===== src/rtl/csr_access_pkg.sv =====
// Shared encodings for the machine-mode CSR access sequencer: op codes, FSM states,
// requester IDs and the read-only address field.
package csr_access_pkg;

    typedef enum logic [1:0] {
        OP_READ = 2'b00,
        OP_RW   = 2'b01,
        OP_SET  = 2'b10,
        OP_CLR  = 2'b11
    } op_e;

    typedef enum logic [1:0] {
        ST_IDLE = 2'b00,
        ST_RD   = 2'b01,
        ST_WAIT = 2'b10,
        ST_WB   = 2'b11
    } state_e;

    localparam logic PORT_EX = 1'b0;
    localparam logic PORT_TR = 1'b1;

    // Address bits [11:10] equal to this value mark a read-only CSR.
    localparam logic [1:0] RO_FIELD = 2'b11;

    function automatic logic is_read_only(input logic [1:0] addr_field);
        return addr_field == RO_FIELD;
    endfunction

endpackage


===== src/rtl/csr_rmw_alu.sv =====
// Combinational read-modify-write step: derives the new CSR value, whether it is
// written back, and whether the access is an illegal write to a read-only CSR.
module csr_rmw_alu
    import csr_access_pkg::*;
(
    input  op_e         op,
    input  logic [31:0] old_val,
    input  logic [31:0] wdata,
    input  logic [11:0] addr,
    output logic [31:0] new_val,
    output logic        wr_en,
    output logic        err
);

    logic       suppress;
    logic       read_only;
    logic [9:0] addr_unused;

    assign addr_unused = addr[9:0];
    assign read_only   = is_read_only(addr[11:10]);

    // Set/clear with an all-zero mask behave as pure reads, so they never fault.
    always_comb begin
        suppress = 1'b0;
        new_val  = old_val;
        case (op)
            OP_READ: suppress = 1'b1;
            OP_RW:   new_val  = wdata;
            OP_SET: begin
                new_val  = old_val | wdata;
                suppress = (wdata == '0);
            end
            OP_CLR: begin
                new_val  = old_val & ~wdata;
                suppress = (wdata == '0);
            end
            default: suppress = 1'b1;
        endcase
    end

    assign wr_en = !suppress && !read_only;
    assign err   = !suppress && read_only;

endmodule


===== src/rtl/csr_access_ctrl.sv =====
// Arbitrates the exec and trap requesters onto the single csrs_machine port and runs
// each request as an atomic read-modify-write. Optional macro: CSR_ACCESS_TIMEOUT_EN.
module csr_access_ctrl
    import csr_access_pkg::*;
#(
    parameter int unsigned TIMEOUT = 16
) (
    input  logic        CLK,
    input  logic        RST,

    input  logic        EX_REQ,
    input  logic [1:0]  EX_OP,
    input  logic [11:0] EX_ADDR,
    input  logic [31:0] EX_WDATA,
    output logic        EX_ACK,
    output logic [31:0] EX_RDATA,
    output logic        EX_ERR,

    input  logic        TR_REQ,
    input  logic [1:0]  TR_OP,
    input  logic [11:0] TR_ADDR,
    input  logic [31:0] TR_WDATA,
    output logic        TR_ACK,
    output logic [31:0] TR_RDATA,
    output logic        TR_ERR,

    output logic        CSR_RDEN,
    output logic [11:0] CSR_RADDR,
    input  logic        CSR_RVALID,
    input  logic [31:0] CSR_RDATA,
    output logic        CSR_WREN,
    output logic [11:0] CSR_WADDR,
    output logic [31:0] CSR_WDATA
);

    state_e      state_q, state_d;
    logic        gnt_q, gnt_d;
    op_e         op_q, op_d;
    logic [11:0] addr_q, addr_d;
    logic [31:0] wdata_q, wdata_d;

    logic        rden_d;
    logic [11:0] raddr_d;
    logic        wren_d;
    logic [11:0] waddr_d;
    logic [31:0] cwdata_d;
    logic        ack_d;
    logic [31:0] rdata_d;
    logic        err_d;

    logic [31:0] alu_new;
    logic        alu_we;
    logic        alu_err;
    logic        timed_out;

    csr_rmw_alu u_alu (
        .op      (op_q),
        .old_val (CSR_RDATA),
        .wdata   (wdata_q),
        .addr    (addr_q),
        .new_val (alu_new),
        .wr_en   (alu_we),
        .err     (alu_err)
    );

`ifdef CSR_ACCESS_TIMEOUT_EN
    localparam int unsigned CNT_W = $clog2(TIMEOUT + 1);

    logic [CNT_W-1:0] wait_cnt_q;

    // Counts WAIT cycles; the final silent cycle forces the abort path.
    always_ff @(posedge CLK or posedge RST) begin
        if (RST) begin
            wait_cnt_q <= '0;
        end else if (state_q == ST_WAIT) begin
            wait_cnt_q <= wait_cnt_q + 1'b1;
        end else begin
            wait_cnt_q <= '0;
        end
    end

    assign timed_out = (state_q == ST_WAIT) && !CSR_RVALID &&
                       (wait_cnt_q == CNT_W'(TIMEOUT - 1));
`else
    logic [31:0] timeout_unused;

    assign timeout_unused = 32'(TIMEOUT);
    assign timed_out      = 1'b0;
`endif

    always_comb begin
        state_d  = state_q;
        gnt_d    = gnt_q;
        op_d     = op_q;
        addr_d   = addr_q;
        wdata_d  = wdata_q;
        rden_d   = 1'b0;
        raddr_d  = '0;
        wren_d   = 1'b0;
        waddr_d  = '0;
        cwdata_d = '0;
        ack_d    = 1'b0;
        rdata_d  = '0;
        err_d    = 1'b0;

        case (state_q)
            // Trap has fixed priority; once granted a request runs to completion.
            ST_IDLE: begin
                if (TR_REQ || EX_REQ) begin
                    gnt_d   = TR_REQ ? PORT_TR : PORT_EX;
                    op_d    = op_e'(TR_REQ ? TR_OP : EX_OP);
                    addr_d  = TR_REQ ? TR_ADDR : EX_ADDR;
                    wdata_d = TR_REQ ? TR_WDATA : EX_WDATA;
                    rden_d  = 1'b1;
                    raddr_d = addr_d;
                    state_d = ST_RD;
                end
            end
            ST_RD: begin
                state_d = ST_WAIT;
            end
            ST_WAIT: begin
                if (CSR_RVALID) begin
                    wren_d   = alu_we;
                    waddr_d  = alu_we ? addr_q : '0;
                    cwdata_d = alu_we ? alu_new : '0;
                    ack_d    = 1'b1;
                    rdata_d  = CSR_RDATA;
                    err_d    = alu_err;
                    state_d  = ST_WB;
                end else if (timed_out) begin
                    ack_d   = 1'b1;
                    err_d   = 1'b1;
                    state_d = ST_WB;
                end
            end
            ST_WB: begin
                state_d = ST_IDLE;
            end
            default: begin
                state_d = ST_IDLE;
            end
        endcase
    end

    // Every output is registered so the write pulse and ACK land in the same cycle.
    always_ff @(posedge CLK or posedge RST) begin
        if (RST) begin
            state_q   <= ST_IDLE;
            gnt_q     <= PORT_EX;
            op_q      <= OP_READ;
            addr_q    <= '0;
            wdata_q   <= '0;
            CSR_RDEN  <= 1'b0;
            CSR_RADDR <= '0;
            CSR_WREN  <= 1'b0;
            CSR_WADDR <= '0;
            CSR_WDATA <= '0;
            EX_ACK    <= 1'b0;
            EX_RDATA  <= '0;
            EX_ERR    <= 1'b0;
            TR_ACK    <= 1'b0;
            TR_RDATA  <= '0;
            TR_ERR    <= 1'b0;
        end else begin
            state_q   <= state_d;
            gnt_q     <= gnt_d;
            op_q      <= op_d;
            addr_q    <= addr_d;
            wdata_q   <= wdata_d;
            CSR_RDEN  <= rden_d;
            CSR_RADDR <= raddr_d;
            CSR_WREN  <= wren_d;
            CSR_WADDR <= waddr_d;
            CSR_WDATA <= cwdata_d;
            EX_ACK    <= ack_d && (gnt_q == PORT_EX);
            EX_RDATA  <= (gnt_q == PORT_EX) ? rdata_d : '0;
            EX_ERR    <= err_d && (gnt_q == PORT_EX);
            TR_ACK    <= ack_d && (gnt_q == PORT_TR);
            TR_RDATA  <= (gnt_q == PORT_TR) ? rdata_d : '0;
            TR_ERR    <= err_d && (gnt_q == PORT_TR);
        end
    end

endmodule


===== config.mk =====
export PLATFORM = sky130hd
export DESIGN_NAME = csr_access_ctrl
export DESIGN_NICKNAME = d
export VERILOG_FILES = /design/src/rtl/csr_access_pkg.sv /design/src/rtl/csr_rmw_alu.sv /design/src/rtl/csr_access_ctrl.sv
export SDC_FILE = /design/constraint.sdc
export NUM_CORES = 1
export LEC_CHECK = 0
export ABC_AREA = 1
export BUFFER_PORTS_ARGS = -buffer_cell sky130_fd_sc_hd__buf_2
export CAP_MARGIN = 20
export CORE_MARGIN = 4
export CORE_UTILIZATION = 35
export CTS_CLUSTER_SIZE = 8
export DETAILED_ROUTE_END_ITERATION = 6
export PLACE_DENSITY = 0.59
export SYNTH_ARGS = -nofsm -noshare
export SYNTH_HDL_FRONTEND = slang
export SYNTH_HIERARCHICAL = 1
export SYNTH_SLANG_ARGS = --single-unit

===== constraint.sdc =====
create_clock -name CLK -period 5.55 [get_ports CLK]
set_input_delay 0.8325 -clock CLK [delete_from_list [all_inputs] [get_ports CLK]]
set_output_delay 0.8325 -clock CLK [all_outputs]
set_load 0.01 [all_outputs]

==> impl_results.rst <==
.. list-table::
   :header-rows: 1

   * - Metric
     - Value
   * - CP Data Arrival Time
     - 2.83 ns
   * - Detailed-route via count
     - a little under 6000
   * - Count of port buffers added during placement
     - 254
   * - DR pass1 iterations
     - 5
   * - ANT nets after route
     - 0
   * - Clock root buffer master
     - sky130_fd_sc_hd__clkbuf_16
   * - DIE WIDTH
     - ~150 um
   * - Result of the run
     - finished clean
   * - Headroom to the max-slew limit
     - 36.4%
   * - Hold/Removal Path Class
     - reg -> reg
   * - Number of hold-repair buffers added at the cts stage
     - 0
   * - Share of flip-flops with an asynchronous set or reset
     - 100%
   * - Worst VDD drop
     - 0.000191 V
   * - Number of warnings printed during yosys synthesis
     - 6
   * - Fmax
     - between 400 and 500 MHz
   * - Number of failing hold endpoints at the final stage
     - 0
   * - Post-synthesis instance total
     - ~850
   * - Fraction of layout instances using a drive strength above 1
     - 27.4%
   * - Lkg Pwr
     - 5.57 nW
   * - Post-DR wirelength/cell
     - 14.4 um
   * - Number of placement rows
     - between 50 and 60
   * - Count of routing violations after the opening detailed-route iteration
     - about 320
   * - Antenna cells
     - 0
   * - RSZ-0062 raised after global routing
     - false
   * - Maximum clock path buffer count
     - 2
   * - Distinct cell type count of the synthesized netlist
     - 22
   * - Worst endpoint required time
     - slightly below 6 ns
   * - Share of the yosys chip area belonging to registers
     - 60.4%
   * - EDFF count, synth
     - 0
   * - Capturing element type of the critical path
     - register
   * - Depth of the CTS H-tree
     - 4
   * - Clock transition at the registers of the reported paths
     - around 0.07 ns
   * - Maximum fanout along the worst path
     - 32
   * - Most used cells in the layout excluding fill and tap cells
     - sky130_fd_sc_hd__nand2_1 (294), sky130_fd_sc_hd__buf_2 (254), sky130_fd_sc_hd__dfrtp_1 (175), sky130_fd_sc_hd__nor2_1 (128), sky130_fd_sc_hd__inv_1 (100)
   * - Number of gates resized after cts
     - 0
   * - CTS tree
     - done
   * - First-pass GRT wire length
     - 31300 um
   * - Effective utilization at floorplan
     - between 30% and 40%
   * - Final worst clock skew
     - 0.0127 ns
   * - RePlAce Congestion
     - 0.757
   * - Die outline area
     - about 0.023 mm^2
   * - Fin crit period
     - 2.48 ns
   * - Number of buffers inserted by post-CTS setup repair
     - 0
   * - Summed instance area of the synthesized netlist
     - between 0.007 and 0.008 mm^2
   * - Kind of critical path
     - reg -> reg
   * - Tightest Pin Transition
     - roughly 0.95 ns
   * - # DRC
     - 0
   * - Area of the core region
     - just over 0.02 mm^2
   * - Instance area after placement
     - just under 0.009 mm^2
   * - Remaining global-route overflow
     - 0
   * - Clock latency on the worst-skew pair
     - 0.42 ns
   * - Post-synthesis net count
     - 980
   * - Design Power
     - around 4.1 mW
   * - Post-Layout Inst Area
     - 0.00923 mm^2
   * - Hpwl dp
     - roughly 14000 um
   * - Via-per-instance ratio
     - around 4.3
   * - Clock sink count
     - about 180
   * - Vert. Die Dim
     - 152 um
   * - Max-cap check violation count
     - 0
   * - Total Routed Length
     - about 20000 um
   * - Post-synthesis to final-layout area growth
     - 27.3%
   * - Overall global routing resource usage
     - around 17%
   * - Syn_area_per_cell
     - roughly 8.6 um^2
   * - Category of the worst setup path launch point
     - register
   * - Final Max Tran Viols
     - 0
   * - Number of global-route vias before repair
     - 5725
   * - Final setup fails
     - 0
   * - Number of buffers created by CTS
     - 17
   * - Final setup TNS
     - 0 ns
   * - Power density over the cells
     - between 400 and 500 mW/mm^2
   * - Largest net degree at the start of global routing
     - about 180
   * - Ports placed on the boundary
     - between 200 and 300
   * - Ratio of final minimum period to clock period
     - 44.7%
   * - Net count of the finished layout
     - roughly 1200
   * - Commonest non-fill, non-tap cell in the layout
     - sky130_fd_sc_hd__nand2_1
   * - Synth Register Bits
     - about 180
   * - Initial antenna violation count
     - 1
   * - Top flip-flop cell by instance count after synthesis
     - sky130_fd_sc_hd__dfrtp_1
==> through the flow <==
stage	std cells	hold slack, ns	utilization, %	setup WS, ns
detailed placement	1335	0.470	42.7	2.49
finish	1368	0.481	45.5	3.07
floorplan	847	0.442	-	2.48
global placement	1335	0.462	42.7	2.58
CTS	1367	0.487	45.4	2.50
global route	1368	0.516	45.5	2.73
==> cell usage after synthesis (4+ instances only) <==
cell type	n	area share [%]
sky130_fd_sc_hd__o21ai_1	6	0.41
sky130_fd_sc_hd__dfrtp_1	175	60
sky130_fd_sc_hd__buf_4	5	0.52
sky130_fd_sc_hd__a32o_1	16	2.2
sky130_fd_sc_hd__buf_2	25	1.7
sky130_fd_sc_hd__inv_1	101	5.2
sky130_fd_sc_hd__nand3_1	6	0.41
sky130_fd_sc_hd__a21oi_1	12	0.83
sky130_fd_sc_hd__nand2_1	294	15
sky130_fd_sc_hd__o21ai_0	53	3.7
sky130_fd_sc_hd__nor2_1	128	6.6
sky130_fd_sc_hd__inv_2	4	0.21
sky130_fd_sc_hd__ha_1	4	0.69
==> power by group <==
group / switching [mW] / leakage [nW] / internal (mW) / total (mW)
combinational: 0.843 / 2.97 / 0.446 / 1.29
clock: 0.519 / 0.248 / 0.581 / 1.10
sequential: 0.170 / 2.35 / 1.56 / 1.73
total: 1.53 / 5.57 / 2.58 / 4.12
==> kinds of logic after synthesis <==
logic type                 after synthesis  share of synthesized area, %
AOI/OAI and AO/OA                       87                          7.11
adders and majority gates                4                         0.690
buffers and inverters                  145                          8.76
DFF                                    175                          60.4
and+or+nand+nor                        436                          23.1
==> critical path: stages (launching register included) <==
cell and delay, ns:
sky130_fd_sc_hd__dfrtp_1 0.42, sky130_fd_sc_hd__inv_1 0.66, sky130_fd_sc_hd__nor2_1 0.11, sky130_fd_sc_hd__nand4_1 0.11
sky130_fd_sc_hd__nor2_1 0.04, sky130_fd_sc_hd__nand2_1 0.07, sky130_fd_sc_hd__nand2_1 0.06, sky130_fd_sc_hd__nor2_1 0.19
sky130_fd_sc_hd__nand3_2 0.32, sky130_fd_sc_hd__buf_12 0.29, sky130_fd_sc_hd__nor2_1 0.11
==> cell type report <==
class | instances | area (um^2)
Tap cell | 270 | 338
Timing Repair Buffer | 259 | 1330
Clock inverter | 13 | 106
Fill cell | 2077 | 11100
Clock buffer | 19 | 433
Sequential cell | 175 | 4380
Multi-Input combinational cell | 527 | 2240
Inverter | 105 | 398
==> metal layers <==
| layer | wire, um | global-route usage (%) | up-vias |
|---|---|---|---|
| met5 | 7 | 0 | - |
| met4 | 132 | 4.15 | 2 |
| met3 | 1540 | 4.95 | 10 |
| met2 | 8820 | 26.7 | 197 |
| met1 | 9160 | 24.0 | 2690 |
| li1 | - | - | 3034 |
==> flip-flops by register name (all words and copies together), names as in the netlist <==
| register | cells |
|---|---|
| EX_ACK | 1 |
| CSR_RADDR | 12 |
| wdata_q | 32 |
| op_q | 2 |
| TR_ACK | 1 |
| TR_RDATA | 32 |
| addr_q | 12 |
| EX_ERR | 1 |
| gnt_q | 1 |
| EX_RDATA | 32 |
| CSR_WADDR | 12 |
| CSR_WDATA | 32 |
| TR_ERR | 1 |
| state_q | 2 |
| CSR_RDEN | 1 |
| CSR_WREN | 1 |
==> worst paths after layout <==
check,cells past startpoint,slack (ns),end,from
max,10,3.07,CSR_WDATA[21],op_q[1]
min,2,0.48,state_q[0],state_q[0]
max reg2reg,10,3.07,CSR_WDATA[21],op_q[1]
min reg2reg,2,0.48,state_q[0],state_q[0]
max in group asynchronous,3,4.15,wdata_q[7],RST
min in group asynchronous,3,0.69,TR_RDATA[24],RST
Power figures use the tool's default switching activity.
